File: src/rtl/psum_accumulator.sv
// psum_accumulator: sums each window of ACC_LEN valid products into one
// signed partial sum. It can saturate or wrap on overflow and flags any
// overflow in the window. It freezes on the same global stall as the
// upstream delayer.
//
// state | meaning
// IDLE  | count == 0, no partial sum held (acc treated as zero)
// ACCUM | 0 < count < ACC_LEN, acc holds the running window sum
//
// The beat counter is the state, so there is no separate state register.
module psum_accumulator #(
  parameter int IN_WIDTH  = 32,
  parameter int OUT_WIDTH = 40,
  parameter int ACC_LEN   = 9,
  parameter int SAT       = 1
) (
  input  logic                                clk,
  input  logic                                rst,
  input  logic                                stall,
  input  logic                                clear,
  input  logic                                in_valid,
  input  logic signed [IN_WIDTH-1:0]          in,
  output logic signed [OUT_WIDTH-1:0]         out,
  output logic                                out_valid,
  output logic                                ovf,
  output logic [$clog2(ACC_LEN+1)-1:0]        count
);

  localparam int CW = $clog2(ACC_LEN + 1);
  localparam logic [CW-1:0] LAST = CW'(ACC_LEN - 1);
  localparam logic signed [OUT_WIDTH-1:0] MAX_V = {1'b0, {(OUT_WIDTH-1){1'b1}}};
  localparam logic signed [OUT_WIDTH-1:0] MIN_V = {1'b1, {(OUT_WIDTH-1){1'b0}}};

  logic signed [OUT_WIDTH-1:0] acc, acc_n, out_n, sum;
  logic signed [OUT_WIDTH:0]   base_x, in_x, wide;
  logic [CW-1:0]               count_n;
  logic                        sticky, sticky_n, out_valid_n, ovf_n;
  logic                        beat_ovf, last;

  // One extra bit of headroom exposes signed overflow as a top-two-bit mismatch.
  always_comb begin
    base_x   = (count == '0) ? '0 : {acc[OUT_WIDTH-1], acc};
    in_x     = {{(OUT_WIDTH+1-IN_WIDTH){in[IN_WIDTH-1]}}, in};
    wide     = base_x + in_x;
    beat_ovf = wide[OUT_WIDTH] ^ wide[OUT_WIDTH-1];
    if (beat_ovf && (SAT != 0)) sum = wide[OUT_WIDTH] ? MIN_V : MAX_V;
    else                        sum = wide[OUT_WIDTH-1:0];
    last     = (count == LAST);
  end

  // Next-state logic: clear beats stall, stall freezes everything, then accept.
  always_comb begin
    acc_n       = acc;
    count_n     = count;
    sticky_n    = sticky;
    out_n       = out;
    out_valid_n = out_valid;
    ovf_n       = ovf;
    if (clear) begin
      acc_n       = '0;
      count_n     = '0;
      sticky_n    = 1'b0;
      out_valid_n = 1'b0;
      ovf_n       = 1'b0;
    end else if (!stall) begin
      out_valid_n = 1'b0;
      ovf_n       = 1'b0;
      if (in_valid) begin
        if (last) begin
          out_n       = sum;
          out_valid_n = 1'b1;
          ovf_n       = sticky | beat_ovf;
          acc_n       = '0;
          count_n     = '0;
          sticky_n    = 1'b0;
        end else begin
          acc_n    = sum;
          count_n  = count + CW'(1);
          sticky_n = sticky | beat_ovf;
        end
      end
    end
  end

  // State register with synchronous reset that discards any partial window.
  always_ff @(posedge clk) begin
    if (rst) begin
      acc       <= '0;
      count     <= '0;
      sticky    <= 1'b0;
      out       <= '0;
      out_valid <= 1'b0;
      ovf       <= 1'b0;
    end else begin
      acc       <= acc_n;
      count     <= count_n;
      sticky    <= sticky_n;
      out       <= out_n;
      out_valid <= out_valid_n;
      ovf       <= ovf_n;
    end
  end

endmodule

File: config.mk
export PLATFORM = sky130hd
export DESIGN_NAME = psum_accumulator
export DESIGN_NICKNAME = d
export VERILOG_FILES = /design/src/rtl/psum_accumulator.sv
export SDC_FILE = /design/constraint.sdc
export NUM_CORES = 1
export LEC_CHECK = 0
export ABC_AREA = 1
export BUFFER_PORTS_ARGS = -buffer_cell sky130_fd_sc_hd__buf_2
export CAP_MARGIN = 20
export CORE_UTILIZATION = 54
export CTS_BUF_LIST = sky130_fd_sc_hd__clkbuf_16
export DETAILED_ROUTE_END_ITERATION = 12
export GPL_TIMING_DRIVEN = 0
export PLACE_DENSITY = 0.89
export SYNTH_ARGS = -nofsm -noshare
export SYNTH_HDL_FRONTEND = slang
export SYNTH_SLANG_ARGS = --single-unit
File: constraint.sdc
create_clock -name clk -period 3 [get_ports clk]
set_clock_uncertainty 0.1 [all_clocks]
set_input_delay 0.6 -clock clk [delete_from_list [all_inputs] [get_ports clk]]
set_output_delay 0.6 -clock clk [all_outputs]
set_load 0.02 [all_outputs]
==> impl_metrics.json, run 1 <==
{
  "status": "stopped before the end",
  "haltStage": "global routing",
  "tool.error": "[ERROR GRT-0232] Routing congestion too high. Check the congestion heatmap in the GUI.",
  "dp_hpwl_um": 16900,
  "clock_path_buffers": 2,
  "worstEndpointGrtRepair": "acc[16]$_SDFFE_PP0P_/D",
  "antenna_found_initial": 6,
  "synth_most_common_cell": "nand2_1",
  "cts_buffers": 9,
  "yosysSeqAreaShare": 0.251,
  "cts_sinks": 87,
  "hold_buffers": 0,
  "place_ws_ns": -0.799,
  "grt.overflow.total": 42,
  "synth_edf_count": 0,
  "endpoint_type": "register data pin",
  "yosysWarnings": 0,
  "synth_area_sq_um": 6930,
  "ys_types": 41,
  "h-tree-depth": 3,
  "synth_commonest_cells": "nand2_1 (322), nor2_1 (183), inv_1 (167)",
  "core.rowCount": 41,
  "yosys-top-cells-area": "dfxtp_1 (25%), nand2_1 (17%), nor2_1 (9.9%), inv_1 (9.0%), ha_1 (7.6%)",
  "async_reset_ff_frac": 0,
  "synth_top_area_cell": "dfxtp_1",
  "synth_top_area_frac": 0.251,
  "start_util": 0.551,
  "grt_start_max_net_pins": 15,
  "track_usage": 0.817,
  "ys.flop_type": "dfxtp_1",
  "io_buffer_count": 81,
  "pin_count": 83,
  "gp_congestion": 0.982,
  "die_x_um": 115,
  "cts_root_buf": "clkbuf_16",
  "synth_area_per_cell_sq_um": 6.03,
  "syn-num-nets": 1228,
  "dpl.cell_count": 1401,
  "die_h_um": 115,
  "ys_seq_elements": 87,
  "syn-instance-count": 1148
}
-- per-layer routing --
metal,GRT overflow,track usage
met5,2,0.511
met4,15,0.793
met3,5,0.746
met1,1,0.801
met2,19,0.934
-- kinds of logic after synthesis --
kind of cell    Yosys count  synth area share
compound gates          176             0.150
xor+xnor                 26            0.0329
fa+ha+maj                43            0.0788
buf+inv                 206             0.120
flops                    87             0.251
simple gates            610             0.367
-- repair_timing --
| action | in CTS |
|---|---|
| pin swaps | 29 |
| cloned | 2 |
| setup endpoints to repair | 82 |
| gates resized for setup | 106 |
| buffers inserted | 43 |
| hold endpoints to repair | 0 |
-- through the flow --
| stage | cell area (sq um) | setup TNS [ns] |
|---|---|---|
| after floorplan | 6990 | 0 |
| after global placement | 7610 | -54.49 |
| after detailed placement | 7610 | -57.96 |
| after CTS | 8690 | -16.95 |
==> inputs of run 2 (changes only) <==
- CORE_UTILIZATION: 54 -> 40
- CTS_BUF_LIST: sky130_fd_sc_hd__clkbuf_16 -> unset
- PLACE_DENSITY: 0.89 -> unset
- PLACE_DENSITY_LB_ADDON: unset -> 0.15
- clock period: 3 -> 3.9 ns (I/O delays scaled with it)
==> impl_metrics.json, run 2 <==
{
  "drc": 0,
  "utilization": 0.477,
  "crit_path_end_kind": "flip-flop",
  "track_usage": 0.250,
  "slew_violations": 0,
  "routed_wl_um": 21700,
  "io_buffer_count": 81,
  "ys_seq_elements": 87,
  "crit_top_cell": "inv_1",
  "ys_types": 41,
  "cts_sinks": 87,
  "synth_area_per_cell_sq_um": 6.03,
  "cp_max_fo": 10,
  "layout_commonest_cell": "nand2_1",
  "grt_pass1_wl_um": 34200,
  "period_share": 0.957,
  "hold_path.class": "flip-flop to flip-flop",
  "path_class": "flip-flop to flip-flop",
  "fmax_ghz": 0.268,
  "antenna_cells": 0,
  "clk_latency_ns": 0.36,
  "first_global_vias": 6544,
  "antenna_found_initial": 0,
  "required_ns": 4.05,
  "finalSetupViolations": 0,
  "synth_commonest_cells": "nand2_1 (322), nor2_1 (183), inv_1 (167)",
  "synth_top_area_cell": "dfxtp_1",
  "async_reset_ff_frac": 0,
  "vias": 7145,
  "synth_most_common_cell": "nand2_1",
  "dp_hpwl_um": 17700,
  "grt.overflow.total": 0,
  "nets": 1321,
  "power_density_nw_per_um2": 266,
  "final_cell_mix": "nand2_1 (318), nor2_1 (175), inv_1 (167), buf_2 (88), dfxtp_1 (87)",
  "biggestRegsByFlops": "acc x40, out x40, count x4",
  "antenna_left": 0,
  "syn-num-nets": 1228,
  "die_h_um": 134,
  "synth_area_sq_um": 6930,
  "start_util": 0.413,
  "wl_per_cell_um": 14.8,
  "ys.flop_type": "dfxtp_1",
  "crit_path_start_kind": "flip-flop",
  "total_power_uw": 2130,
  "fin_ws_ns": 0.167,
  "maxCapViolations": 0,
  "place_ws_ns": -0.530,
  "tightest_slew_ns": 0.778,
  "firstDrtPassIters": 5,
  "syn-instance-count": 1148,
  "hold_viol": 0,
  "drive_gt1_frac": 0.169,
  "min_period_ns": 3.73,
  "drt-initial-drc-count": 470,
  "gp_congestion": 0.954,
  "status": "completed",
  "core.rowCount": 47,
  "h-tree-depth": 3,
  "cts_tree": "done",
  "die_x_um": 134,
  "relSlewSlack": 0.481,
  "leakage_uw": 0.00412,
  "clock_path_buffers": 2,
  "cts_root_buf": "clkbuf_16",
  "path_cells": "inv_1 -> ha_1 -> inv_1 -> nor3_4 -> buf_4 -> clkbuf_4 -> nor2_2 -> ha_1 -> nand2_1 -> nor2_1 -> inv_1 -> nor3b_1 -> nand4_1 -> nand3_1 -> nand2_1 -> nand3_1 -> nand2_1 -> o21ai_0 -> inv_1",
  "dieArea_sq_um": 17800,
  "synth_top_area_frac": 0.251,
  "grt_start_max_net_pins": 16,
  "arrival_ns": 3.88,
  "core-area_sq_um": 16800,
  "cp_top_family": "simple AND/OR/NAND/NOR gates",
  "vias_per_cell": 4.87,
  "area_growth_pct": 15.5,
  "crit_buf_inv": 6,
  "ir_drop_mv": 0.229,
  "pin_count": 83,
  "cts_buffers": 9,
  "yosys-top-cells-area": "dfxtp_1 (25%), nand2_1 (17%), nor2_1 (9.9%), inv_1 (9.0%), ha_1 (7.6%)",
  "clk_pin_slew_ns": 0.07,
  "critical_path.slowest_cell": "nor3b_1",
  "yosysSeqAreaShare": 0.251,
  "synth_edf_count": 0,
  "max_stage_delay_ns": 0.46,
  "yosysWarnings": 0
}
## run 2: cell counts after synthesis
Identical to the previous run, type by type.
## run 2: cell type report
cell class	instances	area, sq um
fillers	1861	8760
multi-input cells	855	4430
flip-flops and latches	87	1740
inverters	170	638
repair buffers	82	413
well taps	220	275
clock buffers	11	253
plain buffers	36	215
clock inverters	5	38.8
## run 2: path summary, 6_finish.rpt
| check | from | end | slack [ns] | depth (start not counted) |
|---|---|---|---|---|
| setup reg to reg | count[0] | out[35] | 0.17 | 19 |
| hold reg to reg | ovf | ovf | 0.36 | 2 |
| setup / recovery | count[0] | out[35] | 0.17 | 19 |
| hold / removal | ovf | ovf | 0.36 | 2 |
## run 2: logic make-up after synthesis
family | share of synthesized area
and+or+nand+nor | 0.367
DFF | 0.251
AOI/OAI and AO/OA | 0.150
adders and majority gates | 0.0788
xor gates and xnor gates | 0.0329
buffers and inverters | 0.120
## run 2: power by group
part / internal (uW) / switching, uW / total (uW)
combinational: 113 / 243 / 356
clock: 472 / 391 / 863
sequential: 900 / 6.16 / 906
## run 2: what timing repair did
| item | CTS | global route |
|---|---|---|
| buffers inserted | 0 | 1 |
| gates resized for setup | 6 | 34 |
| hold buffers | 0 | 0 |
| pin swaps | 0 | 2 |
| endpoints found under the setup margin | 80 | 80 |
| endpoints found under the hold margin | 0 | 0 |
| cloned | 0 | 0 |
## run 2: per-stage QoR
step           hold slack [ns]  area [sq um]  TNS (ns)  std cells
6_report                 0.358          8000         0       1466
5_1_grt                  0.388          8000   -0.0263       1466
4_1_cts                  0.361          7920         0       1465
3_5_place_dp             0.351          7610    -29.98       1449
3_3_place_gp             0.346          7610    -30.38       1449
2_1_floorplan            0.345          6930         0       1148
## run 2: worst reg2reg max path, delay by kind of cell, from the launching register on
family / cells / cell delay [ns]
AND/OR/NAND/NOR: 10 / 1.74
buffers and inverters: 6 / 0.76
adder cells (fa/ha/maj): 2 / 0.55
flip-flops: 1 / 0.33
AO/OA/AOI/OAI: 1 / 0.16
## run 2: layer usage
| layer | global-route usage | routed length, um |
|---|---|---|
| met5 | 0 | 0 |
| met4 | 0.0745 | 362 |
| met3 | 0.0251 | 841 |
| met2 | 0.385 | 9300 |
| met1 | 0.364 | 11200 |
Note: power is estimated with default switching activity, not from simulation.
==> inputs of run 3 (changes only) <==
- CORE_UTILIZATION: 40 -> 35
==> impl_metrics.json, run 3 (synthesis results as in run 2) <==
{
  "die_h_um": 143,
  "slew_violations": 0,
  "internal_power_uw": 1460,
  "crit_path_end_kind": "flip-flop",
  "gp_congestion": 0.917,
  "drc": 0,
  "path_cells": "inv_1 -> ha_1 -> inv_1 -> nor3_4 -> buf_4 -> buf_6 -> nor2_1 -> ha_1 -> nand2_1 -> inv_1 -> a21oi_2 -> nand2_2 -> nand3_2 -> nand3_2 -> nand2_1 -> nand2_1 -> nand2_2 -> buf_6 -> buf_8 -> nand2_2 -> nand2_2 -> nand2_1 -> a21oi_2",
  "area_growth_pct": 16.3,
  "p_sw_frac": 0.316,
  "nFillCells": 2177,
  "min_period_ns": 3.65,
  "pwr-share-clk": 0.408,
  "fmax_ghz": 0.274,
  "cp_max_fo": 10,
  "dp_hpwl_um": 18400,
  "relSlewSlack": 0.477,
  "cts_root_buf": "clkbuf_16",
  "grt_pass1_wl_um": 35400,
  "period_share": 0.936,
  "utilization": 0.414,
  "clock_path_buffers": 2,
  "grt_use_met1": 0.329,
  "comb_power_share": 0.168,
  "switchingPower_uw": 675,
  "vias_per_cell": 4.69,
  "regArea_sq_um": 1740,
  "reg2reg_setup_slack_ns": 0.25,
  "dieArea_sq_um": 20400,
  "cts_tree": "done",
  "critical_path.slowest_cell": "dfxtp_1",
  "drive_gt1_frac": 0.167,
  "required_ns": 4.09,
  "leakage_uw": 0.00412,
  "antenna_found_initial": 0,
  "nets": 1322,
  "routed_wl_um": 22300,
  "drt-initial-drc-count": 554,
  "fin_ws_ns": 0.250,
  "maxCapViolations": 0,
  "rsz0062_at_grt": "false",
  "hold_path.class": "flip-flop to flip-flop",
  "grtUsageMet3": 0.0265,
  "io_buffer_count": 81,
  "place_ws_ns": -0.498,
  "power_density_nw_per_um2": 265,
  "die_x_um": 143,
  "finalSetupViolations": 0,
  "cts_buffers": 9,
  "hold_viol": 0,
  "antenna_left": 0,
  "track_usage": 0.229,
  "sequentialPowerShare": 0.424,
  "pin_count": 83,
  "multiInputGateArea_sq_um": 4410,
  "crit_path_start_kind": "flip-flop",
  "biggestRegsByFlops": "acc x40, out x40, count x4",
  "first_global_vias": 6586,
  "wl_per_cell_um": 14.8,
  "h-tree-depth": 3,
  "busiest_layer": "met2",
  "core.rowCount": 51,
  "layout_commonest_cell": "nand2_1",
  "status": "completed",
  "tightest_slew_ns": 0.785,
  "core-area_sq_um": 19500,
  "antenna_cells": 0,
  "vias": 7098,
  "final_area_sq_um": 8060,
  "max_stage_delay_ns": 0.33,
  "ir_drop_mv": 0.154,
  "clk_latency_ns": 0.36,
  "path_class": "flip-flop to flip-flop",
  "placed_area_sq_um": 7660,
  "cts_sinks": 87,
  "arrival_ns": 3.84,
  "grt_start_max_net_pins": 18,
  "final_cell_mix": "nand2_1 (320), nor2_1 (178), inv_1 (167), buf_2 (87), dfxtp_1 (87)",
  "grt.overflow.total": 0,
  "firstDrtPassIters": 5,
  "total_power_uw": 2140,
  "clk_pin_slew_ns": 0.07,
  "use_met2": 0.358,
  "start_util": 0.356
}
==> run 3: power by group through the flow <==
stage	Clock (uW)	Combinational (uW)	Sequential (uW)
floorplan	0	234	925
CTS	899	352	905
global placement	0	351	926
global route	935	395	907
detailed placement	0	349	926
finish	872	359	905
==> run 3: layout make-up <==
type | instances | share of cell area
tap | 265 | 0.0412
buffer | 36 | 0.0270
clock inverter | 7 | 0.00839
multi-input combinational | 855 | 0.548
clock buffer | 9 | 0.0280
inverter | 170 | 0.0792
timing repair buffer | 83 | 0.0522
sequential | 87 | 0.216
==> run 3: critical path: cells and delay by family (launching register included) <==
family	cells	cell delay [ns]
fa+ha+maj	2	0.49
simple gates	12	1.38
compound gates	2	0.34
buf+inv	7	0.92
flops	1	0.33
==> run 3: metal layers <==
metal	vias up	routed length, um
met2	150	9650
met1	3169	11500
met3	20	830
li1	3759	-
met5	-	0
met4	0	325
==> run 3: metrics by stage <==
stage	hold WS [ns]	std cells	TNS, ns
floorplan	0.345	1148	0
global placement	0.346	1494	-30.43
detailed placement	0.358	1494	-29.69
CTS	0.369	1510	0
global route	0.383	1512	0
finish	0.362	1512	0
==> run 3: final timing paths <==
path,startpoint,endpoint,cells past startpoint
worst min-delay path,ovf,ovf,2
worst min register to register,ovf,ovf,2
worst max register to register,count[0],acc[17],23
worst max-delay path,count[0],acc[17],23
==> run 3: timing repair <==
item / in CTS / in global routing
gates resized for setup: 5 / 36
setup buffers: 0 / 2
hold buffers: 0 / 0
pin swaps: 0 / 2
setup endpoints to repair: 80 / 80
==> inputs of run 4 (changes only) <==
- clock period: 3.9 -> 4.25 ns (I/O delays scaled with it)
==> impl_metrics.json, run 4 (synthesis results as in run 2) <==
{
  "firstDrtPassIters": 5,
  "crit_buf_inv": 4,
  "pwr-share-clk": 0.411,
  "dp_hpwl_um": 18400,
  "slew_violations": 0,
  "ir_drop_mv": 0.143,
  "h-tree-depth": 3,
  "fmax_ghz": 0.257,
  "path_cells": "inv_1 -> ha_1 -> inv_1 -> nor3_4 -> buf_2 -> nor2_1 -> ha_1 -> fa_1 -> nand2_1 -> nand2_1 -> nand3_1 -> nand2_2 -> nand3_2 -> nand3_2 -> nand2_1 -> nand2_1 -> nand2_2 -> buf_2 -> nand2_1 -> nand2_1 -> nand2_1 -> a21oi_1",
  "cts_tree": "done",
  "clock_path_buffers": 2,
  "arrival_ns": 4.08,
  "antenna_left": 0,
  "sequentialPowerShare": 0.425,
  "clk_pin_slew_ns": 0.07,
  "clk_latency_ns": 0.36,
  "antenna_found_initial": 0,
  "max_stage_delay_ns": 0.51,
  "hold_path.class": "flip-flop to flip-flop",
  "die_h_um": 143,
  "vias_per_cell": 4.72,
  "post-cts-setup-buffers": 0,
  "cts_sinks": 87,
  "biggestRegsByFlops": "acc x40, out x40, count x4",
  "gp_congestion": 0.917,
  "crit_top_cell": "nand2_1",
  "grt.overflow.total": 0,
  "finalSetupViolations": 0,
  "final_cell_mix": "nand2_1 (322), nor2_1 (183), inv_1 (167), buf_2 (89), dfxtp_1 (87)",
  "core.rowCount": 51,
  "dieArea_sq_um": 20400,
  "internal_power_uw": 1340,
  "drt-initial-drc-count": 560,
  "drive_gt1_frac": 0.153,
  "vias": 7121,
  "status": "completed",
  "comb_power_share": 0.165,
  "period_share": 0.917,
  "switchingPower_uw": 620,
  "wl_per_cell_um": 14.7,
  "maxCapViolations": 0,
  "io_buffer_count": 81,
  "crit_path_end_kind": "flip-flop",
  "min_period_ns": 3.90,
  "core-area_sq_um": 19500,
  "drc": 0,
  "nets": 1320,
  "crit_path_start_kind": "flip-flop",
  "area_growth_pct": 15.1,
  "die_x_um": 143,
  "layout_commonest_cell": "nand2_1",
  "first_global_vias": 6599,
  "start_util": 0.356,
  "path_class": "flip-flop to flip-flop",
  "routed_wl_um": 22200,
  "p_sw_frac": 0.317,
  "cts_buffers": 9,
  "utilization": 0.410,
  "hold_viol": 0,
  "antenna_cells": 0,
  "grt_pass1_wl_um": 35400,
  "cts_root_buf": "clkbuf_16",
  "cp_top_family": "simple AND/OR/NAND/NOR gates",
  "critical_path.slowest_cell": "fa_1",
  "relSlewSlack": 0.464,
  "tightest_slew_ns": 0.804,
  "power_density_nw_per_um2": 245,
  "grt_start_max_net_pins": 18,
  "cp_max_fo": 10,
  "required_ns": 4.43,
  "holdWs_ns": 0.362,
  "track_usage": 0.229,
  "rsz0062_at_grt": "false",
  "nFillCells": 2182,
  "pin_count": 83,
  "leakage_uw": 0.00410
}
run 4: cell type report:
cell class                 count  area [sq um]  share of cell area
clock buffer                   9           225              0.0283
timing repair buffer          81           405              0.0509
multi-input combinational    855          4370               0.548
inverter                     170           638              0.0801
tap                          265           332              0.0416
sequential                    87          1740               0.219
clock inverter                 7          67.6             0.00848
buffer                        36           195              0.0245
run 4: worst register-to-register path: cells and delay by family, from the launching register on:
kind                       cells  cell delay [ns]
AOI/OAI and AO/OA              1             0.13
adders and majority gates      3             0.92
buffers and inverters          4             0.74
DFF                            1             0.33
and+or+nand+nor               14             1.63
run 4: layer usage:
layer  vias to the layer above  global-route usage  wire length (um)
li1                       3767                   -                 -
met1                      3183               0.329             11400
met2                       151               0.358              9580
met3                        20              0.0265               930
met4                         0              0.0634               323
met5                         -                   0                 0
run 4: power by group through the flow:
stage	Clock, uW	Combinational (uW)	Sequential (uW)
after floorplan	0	214	849
after CTS	825	322	831
after global placement	0	322	849
after detailed placement	0	320	850
after global routing	858	355	832
final	803	322	831
run 4: worst paths after layout:
path / depth (start not counted) / slack, ns / from / endpoint
hold / removal: 2 / 0.36 / ovf / ovf
hold reg to reg: 2 / 0.36 / ovf / ovf
setup reg to reg: 22 / 0.35 / count[0] / acc[18]
setup / recovery: 22 / 0.35 / count[0] / acc[18]
run 4: per-stage QoR:
stage          setup WS, ns  cells  area (sq um)  total power, uW  setup TNS (ns)
2_1_floorplan         0.964   1148          6930             1060               0
3_3_place_gp         -0.176   1494          7660             1170           -2.79
3_5_place_dp         -0.148   1494          7660             1170           -2.32
4_1_cts              0.0689   1510          7960             1980               0
5_1_grt             0.00281   1510          7970             2050               0
6_report              0.353   1510          7970             1960               0
run 4: timing repair:
action	CTS	global route
hold buffers	0	0
setup endpoints to repair	66	80
hold endpoints to repair	0	0
resized for setup	1	6
